[src/rtl/mic_pkg.sv]
// Shared definitions for the microphone sample FIFO: default geometry, op encoding, clog2 helper.
// Optional build macro used by mic_sample_fifo: MIC_FIFO_OVERWRITE_EN.
package mic_pkg;

   localparam int unsigned MIC_DATA_WIDTH = 18;
   localparam int unsigned MIC_ADDR_WIDTH = 6;

   // Packed as {pop, push} so the enum can be cast straight from the two accept strobes.
   typedef enum logic [1:0] {
      OP_NONE = 2'b00,
      OP_PUSH = 2'b01,
      OP_POP  = 2'b10,
      OP_BOTH = 2'b11
   } fifo_op_e;

   function automatic int unsigned clog2(input int unsigned value);
      int unsigned result;
      result = 0;
      for (int unsigned v = value - 1; v > 0; v = v >> 1) begin
         result = result + 1;
      end
      return result;
   endfunction

endpackage

[src/rtl/mic_fifo_ram.sv]
// Simple dual-port sample storage: synchronous write, registered read (block-RAM inferable).
// Only the output register is reset/cleared; the array itself carries no reset.
module mic_fifo_ram
   import mic_pkg::*;
#(
   parameter int unsigned ADDR_WIDTH = MIC_ADDR_WIDTH,
   parameter int unsigned WIDTH      = MIC_DATA_WIDTH
) (
   input  logic                  clk,
   input  logic                  rst_n,
   input  logic                  clear,
   input  logic                  wr_en,
   input  logic [ADDR_WIDTH-1:0] wr_addr,
   input  logic [WIDTH-1:0]      wr_data,
   input  logic                  rd_en,
   input  logic [ADDR_WIDTH-1:0] rd_addr,
   output logic [WIDTH-1:0]      rd_data
);

   logic [WIDTH-1:0] mem [2**ADDR_WIDTH];
   logic [WIDTH-1:0] rd_q;

   always_ff @(posedge clk) begin
      if (wr_en) begin
         mem[wr_addr] <= wr_data;
      end
   end

   always_ff @(posedge clk or negedge rst_n) begin
      if (!rst_n) begin
         rd_q <= '0;
      end else if (clear) begin
         rd_q <= '0;
      end else if (rd_en) begin
         rd_q <= mem[rd_addr];
      end
   end

   assign rd_data = rd_q;

endmodule

[src/rtl/mic_sample_fifo.sv]
// Self-managing synchronous FIFO for mic PCM samples: pointers, occupancy and status flags.
// Build macro MIC_FIFO_OVERWRITE_EN: push on full overwrites the oldest entry instead of dropping.
module mic_sample_fifo
   import mic_pkg::*;
#(
   parameter int unsigned ADDR_WIDTH  = MIC_ADDR_WIDTH,
   parameter int unsigned DATA_WIDTH  = MIC_DATA_WIDTH,
   parameter int unsigned CHANNELS    = 1,
   parameter int unsigned AFULL_LEVEL = 48
) (
   input  logic                           clk,
   input  logic                           rst_n,
   input  logic                           clear,
   input  logic                           wr_valid,
   input  logic [CHANNELS*DATA_WIDTH-1:0] wr_data,
   output logic                           wr_ready,
   input  logic                           rd_req,
   output logic [CHANNELS*DATA_WIDTH-1:0] rd_data,
   output logic                           rd_valid,
   output logic [ADDR_WIDTH:0]            level,
   output logic                           empty,
   output logic                           full,
   output logic                           almost_full,
   output logic                           overflow,
   output logic                           underflow
);

   localparam int unsigned W     = CHANNELS * DATA_WIDTH;
   localparam int unsigned PW    = ADDR_WIDTH + 1;
   localparam int unsigned DEPTH = 1 << ADDR_WIDTH;

   logic [PW-1:0]         wr_ptr, rd_ptr, level_q;
   logic [PW-1:0]         wr_ptr_nxt, rd_ptr_nxt, level_nxt;
   logic [ADDR_WIDTH-1:0] rd_addr;
   logic                  empty_q, full_q, afull_q, ovf_q, udf_q, rd_valid_q;
   logic                  push_req, pop_req, push_ok, pop_ok, drop_old;
   fifo_op_e              op;

   always_comb begin
      push_req = wr_valid && !clear;
      pop_req  = rd_req && !clear;
`ifdef MIC_FIFO_OVERWRITE_EN
      push_ok  = push_req;
      drop_old = push_req && full_q;
`else
      push_ok  = push_req && !full_q;
      drop_old = 1'b0;
`endif
      pop_ok   = pop_req && !empty_q;
      op       = fifo_op_e'({pop_ok, push_ok});

      // An overwrite retires the oldest entry, so a concurrent pop reads the one after it.
      rd_addr    = rd_ptr[ADDR_WIDTH-1:0] + ADDR_WIDTH'(drop_old);
      rd_ptr_nxt = rd_ptr + PW'(pop_ok) + PW'(drop_old);
      wr_ptr_nxt = wr_ptr + PW'(push_ok);

      level_nxt = level_q;
      case (op)
         OP_PUSH: level_nxt = level_q + PW'(1);
         OP_POP:  level_nxt = level_q - PW'(1);
         default: level_nxt = level_q;
      endcase
      if (drop_old) begin
         level_nxt = level_nxt - PW'(1);
      end
   end

   always_ff @(posedge clk or negedge rst_n) begin
      if (!rst_n) begin
         wr_ptr     <= '0;
         rd_ptr     <= '0;
         level_q    <= '0;
         empty_q    <= 1'b1;
         full_q     <= 1'b0;
         afull_q    <= 1'b0;
         ovf_q      <= 1'b0;
         udf_q      <= 1'b0;
         rd_valid_q <= 1'b0;
      end else if (clear) begin
         wr_ptr     <= '0;
         rd_ptr     <= '0;
         level_q    <= '0;
         empty_q    <= 1'b1;
         full_q     <= 1'b0;
         afull_q    <= 1'b0;
         ovf_q      <= 1'b0;
         udf_q      <= 1'b0;
         rd_valid_q <= 1'b0;
      end else begin
         wr_ptr     <= wr_ptr_nxt;
         rd_ptr     <= rd_ptr_nxt;
         level_q    <= level_nxt;
         empty_q    <= (level_nxt == '0);
         full_q     <= (level_nxt == PW'(DEPTH));
         afull_q    <= (level_nxt >= PW'(AFULL_LEVEL));
         ovf_q      <= ovf_q | (push_req && full_q);
         udf_q      <= udf_q | (pop_req && empty_q);
         rd_valid_q <= pop_ok;
      end
   end

   mic_fifo_ram #(
      .ADDR_WIDTH (ADDR_WIDTH),
      .WIDTH      (W)
   ) u_ram (
      .clk     (clk),
      .rst_n   (rst_n),
      .clear   (clear),
      .wr_en   (push_ok),
      .wr_addr (wr_ptr[ADDR_WIDTH-1:0]),
      .wr_data (wr_data),
      .rd_en   (pop_ok),
      .rd_addr (rd_addr),
      .rd_data (rd_data)
   );

`ifdef MIC_FIFO_OVERWRITE_EN
   assign wr_ready = 1'b1;
`else
   assign wr_ready = !full_q;
`endif

   assign rd_valid    = rd_valid_q;
   assign level       = level_q;
   assign empty       = empty_q;
   assign full        = full_q;
   assign almost_full = afull_q;
   assign overflow    = ovf_q;
   assign underflow   = udf_q;

endmodule

[config.mk]
export PLATFORM = sky130hd
export DESIGN_NAME = mic_sample_fifo
export DESIGN_NICKNAME = d
export VERILOG_FILES = /design/src/rtl/mic_pkg.sv /design/src/rtl/mic_fifo_ram.sv /design/src/rtl/mic_sample_fifo.sv
export SDC_FILE = /design/constraint.sdc
export NUM_CORES = 1
export LEC_CHECK = 0
export ABC_CLOCK_PERIOD_IN_PS = 3800
export CORE_ASPECT_RATIO = 1.25
export CORE_MARGIN = 5
export CORE_UTILIZATION = 43
export CTS_BUF_LIST = sky130_fd_sc_hd__clkbuf_8
export CTS_CLUSTER_DIAMETER = 80
export DETAILED_ROUTE_END_ITERATION = 6
export SLEW_MARGIN = 20
export SYNTH_ARGS = -nofsm -noshare
export SYNTH_HDL_FRONTEND = slang
export SYNTH_SLANG_ARGS = --single-unit
[constraint.sdc]
create_clock -name clk -period 3.8 [get_ports clk]
set_input_delay 0.76 -clock clk [delete_from_list [all_inputs] [get_ports clk]]
set_output_delay 0.76 -clock clk [all_outputs]
set_load 0.01 [all_outputs]
### Word level (Yosys, flattened, before mapping)

Memory sizes are Yosys's and may differ from the RTL's.
Index checks and enable logic that the tools add are counted.

* $add $sub $neg: 4
* eq/ne operators: 3
* bitwise operators: 2
* order comparisons: 1
* reductions and logical operators: 11
* muxes and demuxes: 14

Operators by type and width (count)
* 18-bit 2-to-1 mux: 2
* 7-bit 2-to-1 mux: 3
* 7-bit by 1-bit adder with 7-bit output: 2
* 7-bit case mux with 2 select lines: 1
* 1-bit 2-to-1 mux: 8
* 7-bit by 1-bit adder with 7-bit output (second input constant): 1
* 7-bit equality test (second input constant): 1
* 7-bit by 6-bit greater-or-equal comparator with 1-bit output (second input constant): 1
* 7-bit zero test: 1
* 7-bit by 1-bit subtractor with 7-bit output (second input constant): 1
* 1-bit logical AND: 6
* 1-bit zero test: 3
* 2-bit by 1-bit equality test with 1-bit output (second input constant): 1
* 2-bit equality test (second input constant): 1
* 1-bit bitwise OR: 2
* 2-bit nonzero test: 1

* word-level logic and storage cells: 46
* register bits after elaboration: 45
* input bits: 23
* memories: 1
* output and inout port bits: 32
* bits in writable memories: 1152

Memory list
* u_ram.mem: depth 64, bits a word 18, read ports 1, clocked after memory_dff 0, write ports 1, line mic_fifo_ram.sv:20 `logic [WIDTH-1:0] mem [2**ADDR_WIDTH];`

### Logic depth before layout (Yosys ltp)

Gate-level depths: netlist of run 1.

* word-level depth: 7
* mapped depth: 13
* depth with buffers taken out: 11

### Hierarchy

From an unflattened synthesis of run 1, not the netlist that was laid out.

* cell total of the unflattened synthesis: 2180
* area total of the unflattened synthesis: 46236.8 um^2

By module, submodules not included
* mic_fifo_ram: cells each 2042, times used 1, seq. area each 35043.6 um^2, area an instance 44830.5 um^2
* mic_sample_fifo: cells each 138, times used 1, seq. area each 626.9 um^2, area an instance 1406.3 um^2

### Worst setup path after synthesis of run 1

OpenSTA, ideal clock, no wires.

* path kind: input port to flip-flop
* start: input port clear
* end: register full_q (netlist: full)
* setup time: 67 ps
* arrival time: 3337 ps
* setup slack: 396 ps
* buffers on the path: 2
* required time: 3733 ps
* cell stages on the path: 12
* cell sequence: clkbuf_1 -> nor3b_1 -> ha_1 -> clkbuf_1 -> xor2_1 -> ha_1 -> nand2b_1 -> a21oi_1 -> a2111oi_0 -> xnor2_1 -> o2111a_1 -> and3b_1

* longest elaborated chain between the ends: 7
* elaborated cells on any way between the ends: 10
* classes of those cells: 3 x eq/ne; 2 x mux; 5 x reduce/logical

Ends and longest elaborated chain
* start, declared: line mic_sample_fifo.sv:13 `input logic clear,`
* 1-bit zero test: line mic_sample_fifo.sv:40, mic_sample_fifo.sv:41
* 1-bit logical AND, on equally long branches: line mic_sample_fifo.sv:40, mic_sample_fifo.sv:41
* 1-bit logical AND, on equally long branches: line mic_sample_fifo.sv:46, mic_sample_fifo.sv:49
* 2-bit equality test / 2-bit by 1-bit equality test with 1-bit output (equally long branches): line mic_sample_fifo.sv:58 `case (op)`
* 7-bit case mux with 2 select lines: line mic_sample_fifo.sv:58
* 7-bit equality test: line mic_sample_fifo.sv:94 `full_q <= (level_nxt == PW'(DEPTH));`
* 1-bit 2-to-1 mux *: line mic_sample_fifo.sv:79 `end else if (clear) begin`
* end signal, assigned: line mic_sample_fifo.sv:94
* end, declared: line mic_sample_fifo.sv:35 `logic empty_q, full_q, afull_q, ovf_q, udf_q, rd_valid_q;`

Mark *: on every way between the ends. The rest lies on a longest branch, timed or not.
A chain may end at the register's enable or synchronous reset.

### Worst setup path after layout of run 1

* start: register rd_ptr[0]
* end: register u_ram.rd_q[9] (netlist: u_ram.rd_data[9])

* longest elaborated chain between the ends: 3

Ends and longest elaborated chain
* start, declared: line mic_sample_fifo.sv:32 `logic [PW-1:0] wr_ptr, rd_ptr, level_q;`
* start signal, assigned: line mic_sample_fifo.sv:91 `rd_ptr <= rd_ptr_nxt;`
* memory 64 x 18 bit
* 18-bit 2-to-1 mux: line mic_fifo_ram.sv:34 `end else if (rd_en) begin`
* 18-bit 2-to-1 mux: line mic_fifo_ram.sv:32 `end else if (clear) begin`
* end signal, assigned: line mic_fifo_ram.sv:35 `rd_q <= mem[rd_addr];`
* end, declared: line mic_fifo_ram.sv:21 `logic [WIDTH-1:0] rd_q;`

Every way passes these cells. The select of a mux whose other input is x is not followed.

==> results of run 1 <==
-- flip-flops by register name (all words and copies together), names as in the netlist, 6 cells and up --
name and cells:
level 7, rd_ptr 6, u_ram.mem 1152, u_ram.rd_data 18, wr_ptr 6
-- synthesized netlist by cell type, types with 2 or more instances --
cell type,instances,area [sq um]
inv_1,9,33.8
nand3b_1,3,22.5
dfrtp_1,42,1050
buf_4,10,75.1
xnor2_1,8,70.1
nand2b_1,4,25.0
edfxtp_1,1152,34600
ha_1,7,87.6
nor2b_1,12,75.1
or3_1,4,25.0
a221o_1,7,70.1
nand3_1,50,250
o21ai_1,10,50.1
o21bai_1,2,15.0
or3b_1,3,26.3
a2111oi_0,2,17.5
a211oi_1,2,15.0
clkbuf_1,54,203
nand4_1,19,119
a22oi_1,94,706
and3_1,2,12.5
clkinv_1,5,18.8
nand2_1,60,225
buf_2,30,150
mux4_2,252,5680
and2_1,4,25.0
buf_1,18,67.6
nor3b_1,5,37.5
mux2i_1,145,1450
buf_6,11,124
a21oi_1,47,235
xor2_1,6,52.6
nor2_1,87,327
-- cell families (layout without fill, tap and decap cells) --
logic type,Yosys count,after routing,synth area share
AOI/OAI and AO/OA,173,173,0.0256
xor gates and xnor gates,14,14,0.00266
adders and majority gates,7,7,0.00190
buffers and inverters,138,535,0.0147
DFF,1195,1195,0.774
muxes,397,397,0.155
other,0,3,0
and+or+nand+nor,259,259,0.0263
-- final cells by class --
type,instances,area (sq um)
Fill cell,8682,54300
Multi-Input combinational cell,850,9860
Sequential cell,1195,35700
Tap cell,1428,1790
Timing Repair Buffer,201,1720
Inverter,14,52.6
Clock inverter,138,703
Antenna cell,3,7.51
Clock buffer,182,2500
-- metal layers --
metal	GRT usage	up-vias	routed length, um
li1	-	9579	-
met1	0.260	12100	44500
met2	0.332	805	57200
met3	0.0488	171	7320
met4	0.0682	0	3620
met5	0	-	0
-- path summary, 6_finish.rpt --
check / endpoint / start
max: u_ram.rd_data[9] / rd_ptr[0]
min: u_ram.mem[40][8] / wr_data[8]
max reg2reg: u_ram.rd_data[9] / rd_ptr[0]
min reg2reg: overflow / overflow
max in group asynchronous: rd_ptr[1] / rst_n
min in group asynchronous: level[1] / rst_n
-- report_power, final --
| part | internal (mW) | switching, mW | total [mW] |
|---|---|---|---|
| Sequential | 14.5 | 0.0613 | 14.5 |
| Combinational | 0.399 | 0.612 | 1.01 |
| Clock | 4.77 | 4.77 | 9.54 |
-- timing repair --
action / in CTS / in global routing
endpoints found under the hold margin: 0 / 42
endpoints found under the setup margin: 0 / 0
hold buffers: 0 / 1
-- through the flow --
step | setup slack [ps] | std cells | utilization | power (mW)
detailed placement | 116 | 3686 | 0.460 | 15.8
finish | 854 | 4011 | 0.491 | 25.1
global route | 747 | 4009 | 0.491 | 26.0
CTS | 840 | 4006 | 0.490 | 25.4
global placement | 176 | 3686 | 0.460 | 15.8
floorplan | 396 | 2183 | - | 15.3
-- cell usage in the layout, fill, tap and decap left out, drive strengths merged, types with 3 or more instances in the layout --
cell and count:
buf 165, or3b 3, nor3b 5, mux2i 145
or3 4, nor2b 12, xnor2 8, dfrtp 42
nand3 50, nand3b 3, o21ai 11, inv 70
clkinvlp 5, nand4 19, edfxtp 1152, ha 7
clkdlybuf4s50 35, bufinv 5, clkbuf 182, nor2 88
clkinv 72, and2 4, mux4 252, a22oi 94
diode 3, nand2 60, a221o 7, xor2 6
a21oi 47, nand2b 4
==> results.sh, run 1 <==
export IMPL_clockRootBuffer="clkbuf_8"
export IMPL_syn_num_nets=2213
export IMPL_synth_area_sq_um=46100
export IMPL_ioPinCount=55
export IMPL_grt_max_degree=87
export IMPL_core_area_sq_um=107000
export IMPL_max_freq_mhz=339
export IMPL_path_buf_inv=3
export IMPL_fp_dieW_um=303
export IMPL_grt_usage=0.200
export IMPL_startpoint_type="flop"
export IMPL_detail_route_iter0_violations=2264
export IMPL_required_ps=4550
export IMPL_wire_per_inst_um=28.1
export IMPL_row_count=134
export IMPL_synth_ff_type="edfxtp_1"
export IMPL_worst_skew_pair_late_latency_ps=860
export IMPL_initial_utilization=0.432
export IMPL_setup_tns_ps=0
export IMPL_ant_nets=0
export IMPL_drtPass1Iterations=6
export IMPL_via_count=22700
export IMPL_avgSynthCellArea_sq_um=21.1
export IMPL_synth_edf_count=1152
export IMPL_power_density_nw_per_um2=480
export IMPL_tightestPinTransition_ps=1130
export IMPL_ys_ff_latch=1195
export IMPL_cp_depth=8
export IMPL_leakagePower_nw=16.1
export IMPL_r2r_cells=8
export IMPL_design_area_sq_um=52300
export IMPL_slew_viol_final=0
export IMPL_htreeDepth=4
export IMPL_ys_seq_area_frac=0.774
export IMPL_cts_tree="built"
export IMPL_clkTransAtPathRegs_ps=70
export IMPL_cts_resized=0
export IMPL_relSlewSlack=0.244
export IMPL_finalWorstPathRequiredPeriod_ps=2950
export IMPL_yosys_warnings=0
export IMPL_dieArea_sq_um=114000
export IMPL_grt_pass1_vias=23600
export IMPL_hp_class="input port to flop"
export IMPL_worstSetupPathType="flop to flop"
export IMPL_status="completed"
export IMPL_die_y_um=376
export IMPL_rsz0062_at_grt="no"
export IMPL_cts_setup_buffers=0
export IMPL_drive_above_1_share=0.269
export IMPL_critPathMaxFanout=14
export IMPL_fin_skew_ps=36.0
export IMPL_cts_buffer_depth=3
export IMPL_viasPerCell=5.65
export IMPL_synthArstFlopShare=0.0360
export IMPL_endpoint_kind="flop"
export IMPL_grt_overflow_total=0
export IMPL_crit_family="compound AO/OA/AOI/OAI gates"
export IMPL_whs_path_depth=1
export IMPL_crit_chain="buf_12 -> buf_12 -> buf_4 -> mux4_2 -> a22oi_1 -> nand4_1 -> a22oi_1 -> nand2_1"
export IMPL_hold_viol=0
export IMPL_hold_ws_ps=348
export IMPL_nNetsFinal=2468
export IMPL_setup_violations=0
export IMPL_cts_buffers_inserted=176
export IMPL_slowest_delay_ps=650
export IMPL_ir_worst_vdd_v=0.000351
export IMPL_synth_cell_types=50
export IMPL_syn_to_final_growth_pct=13.5
export IMPL_slowest_stage="dfrtp_4"
export IMPL_syn_instance_count=2183
export IMPL_dpl_cell_area_sq_um=49100
export IMPL_arrival_ps=3690
export IMPL_drc=0
export IMPL_drt_total_wl_um=113000
export IMPL_port_buffers=54
export IMPL_dp_hpwl_um=69100
export IMPL_grt_pass1_wl_um=164000
export IMPL_gp_congestion=0.928
export IMPL_clkSinkCount=1195
export IMPL_drv_cap=0
export IMPL_r2r_slack_ps=850
export IMPL_final_period_utilization=0.775
export IMPL_grt_antenna_before_repair=4
(Power assumes the default switching activity.)
==> run 2: changes to the inputs <==
--- a/config.mk
+++ b/config.mk
@@ -5,7 +5,7 @@
 export SDC_FILE = /design/constraint.sdc
 export NUM_CORES = 1
 export LEC_CHECK = 0
-export ABC_CLOCK_PERIOD_IN_PS = 3800
+export ABC_CLOCK_PERIOD_IN_PS = 2400
 export CORE_ASPECT_RATIO = 1.25
 export CORE_MARGIN = 5
 export CORE_UTILIZATION = 43
==> constraint.sdc (replaced) <==
create_clock -name clk -period 2.4 [get_ports clk]
set_input_delay 0.48 -clock clk [delete_from_list [all_inputs] [get_ports clk]]
set_output_delay 0.48 -clock clk [all_outputs]
set_load 0.01 [all_outputs]
==> results.sh, run 2 (synthesized netlist as in run 1, its figures left out) <==
export IMPL_clkTransAtPathRegs_ps=60
export IMPL_startpoint_type="flop"
export IMPL_max_freq_mhz=387
export IMPL_hold_ws_ps=136
export IMPL_power_density_nw_per_um2=720
export IMPL_leakagePower_nw=17.4
export IMPL_grt_antenna_before_repair=4
export IMPL_wire_per_inst_um=26.9
export IMPL_syn_to_final_growth_pct=20.0
export IMPL_grt_overflow_total=0
export IMPL_worstSetupPathType="flop to flop"
export IMPL_drv_cap=0
export IMPL_endpoint_kind="flop"
export IMPL_gp_congestion=0.913
export IMPL_drt_total_wl_um=112000
export IMPL_grt_usage=0.196
export IMPL_setup_violations=18
export IMPL_nNetsFinal=2610
export IMPL_fin_skew_ps=17.6
export IMPL_clockRootBuffer="clkbuf_8"
export IMPL_relSlewSlack=0.186
export IMPL_worst_skew_pair_late_latency_ps=840
export IMPL_row_count=134
export IMPL_grt_max_degree=65
export IMPL_fp_dieW_um=303
export IMPL_detail_route_iter0_violations=1963
export IMPL_cts_tree="built"
export IMPL_hp_class="input port to flop"
export IMPL_via_count=23100
export IMPL_dp_hpwl_um=69500
export IMPL_drive_above_1_share=0.339
export IMPL_status="complete, but fails checks"
export IMPL_core_area_sq_um=107000
export IMPL_top_register="u_ram.mem"
export IMPL_clkSinkCount=1195
export IMPL_rsz0062_at_grt="yes"
export IMPL_slew_viol_final=0
export IMPL_hold_viol=0
export IMPL_viasPerCell=5.57
export IMPL_grt_pass1_wl_um=163000
export IMPL_die_y_um=376
export IMPL_fin_total_pwr_mw=39.8
export IMPL_required_ps=3120
export IMPL_largest_reg_flops=1152
export IMPL_drc=0
export IMPL_whs_path_depth=2
export IMPL_r2r_cells=8
export IMPL_arrival_ps=3300
export IMPL_port_buffers=54
export IMPL_ant_nets=0
export IMPL_cts_buffer_depth=3
export IMPL_ir_worst_vdd_v=0.000643
export IMPL_final_cell_mix="edfxtp_1 (1152), mux4_2 (252), clkbuf_8 (183), buf_4 (158), mux2i_1 (145)"
export IMPL_dieArea_sq_um=114000
export IMPL_critPathMaxFanout=6
export IMPL_post_place_cells=3801
export IMPL_setup_slack_ps=-182
export IMPL_tightestPinTransition_ps=1220
export IMPL_grt_pass1_vias=24100
export IMPL_initial_utilization=0.432
export IMPL_final_cells=4149
export IMPL_htreeDepth=4
export IMPL_cts_buffers_inserted=171
export IMPL_finalWorstPathRequiredPeriod_ps=2580
export IMPL_drtPass1Iterations=5
export IMPL_final_common_cell="edfxtp_1"
export IMPL_failed_checks="setup timing"
export IMPL_final_period_utilization=1.08
export IMPL_ioPinCount=55
run 2: stage by stage:
| stage | setup WS [ps] | instance area (sq um) | util | setup TNS, ps |
|---|---|---|---|---|
| global route | -235 | 55300 | 0.518 | -3850 |
| detailed placement | -744 | 51300 | 0.481 | -378500 |
| global placement | -723 | 51300 | 0.481 | -391500 |
| floorplan | -198 | 46200 | - | -7510 |
| finish | -182 | 55300 | 0.518 | -2260 |
| CTS | -190 | 54900 | 0.515 | -2690 |
run 2: what timing repair did:
action	4_1_cts	5_1_grt
gates resized for setup	77	45
cloned	2	6
hold buffers	2	0
pin swaps	5	7
setup buffers	18	6
endpoints found under the setup margin	48	29
endpoints found under the hold margin	24	0
run 2: worst paths after layout:
check                            from  slack, ps               end
setup / recovery            rd_ptr[0]       -180  u_ram.rd_data[9]
hold / removal             wr_data[0]        140  u_ram.mem[28][0]
setup reg to reg            rd_ptr[0]       -180  u_ram.rd_data[9]
hold reg to reg              overflow        520          overflow
max in group asynchronous       rst_n       1500             empty
min in group asynchronous       rst_n        210          level[5]
run 2: critical path, cell delays in order, from the launching register on:
cell and delay (ps):
dfrtp_4 440, buf_8 170, buf_12 160, buf_12 140, mux4_2 540, mux4_2 530
a22oi_2 260, buf_4 180, nand2_2 40
run 2: area by class of cell:
type,instances,area [sq um]
Inverter,14,52.6
Tap cell,1428,1790
Timing Repair Buffer,348,4350
Sequential cell,1195,35700
Antenna cell,1,2.50
Multi-Input combinational cell,850,10200
Fill cell,8518,51400
Clock inverter,130,664
Clock buffer,183,2520
run 2: power by group:
part | switching, mW | internal [mW] | leakage [nW] | total, mW
Combinational | 1.06 | 0.847 | 4.63 | 1.91
Sequential | 0.0648 | 22.9 | 10.9 | 23.0
Clock | 7.37 | 7.55 | 1.87 | 14.9
Total | 8.49 | 31.3 | 17.4 | 39.8
run 2: layer usage:
metal | global-route usage | vias to the layer above | wire [um]
met5 | 0 | - | 13
met4 | 0.0554 | 2 | 2950
met3 | 0.0482 | 153 | 7310
met2 | 0.320 | 766 | 55800
met1 | 0.266 | 12300 | 45500
li1 | - | 9880 | -
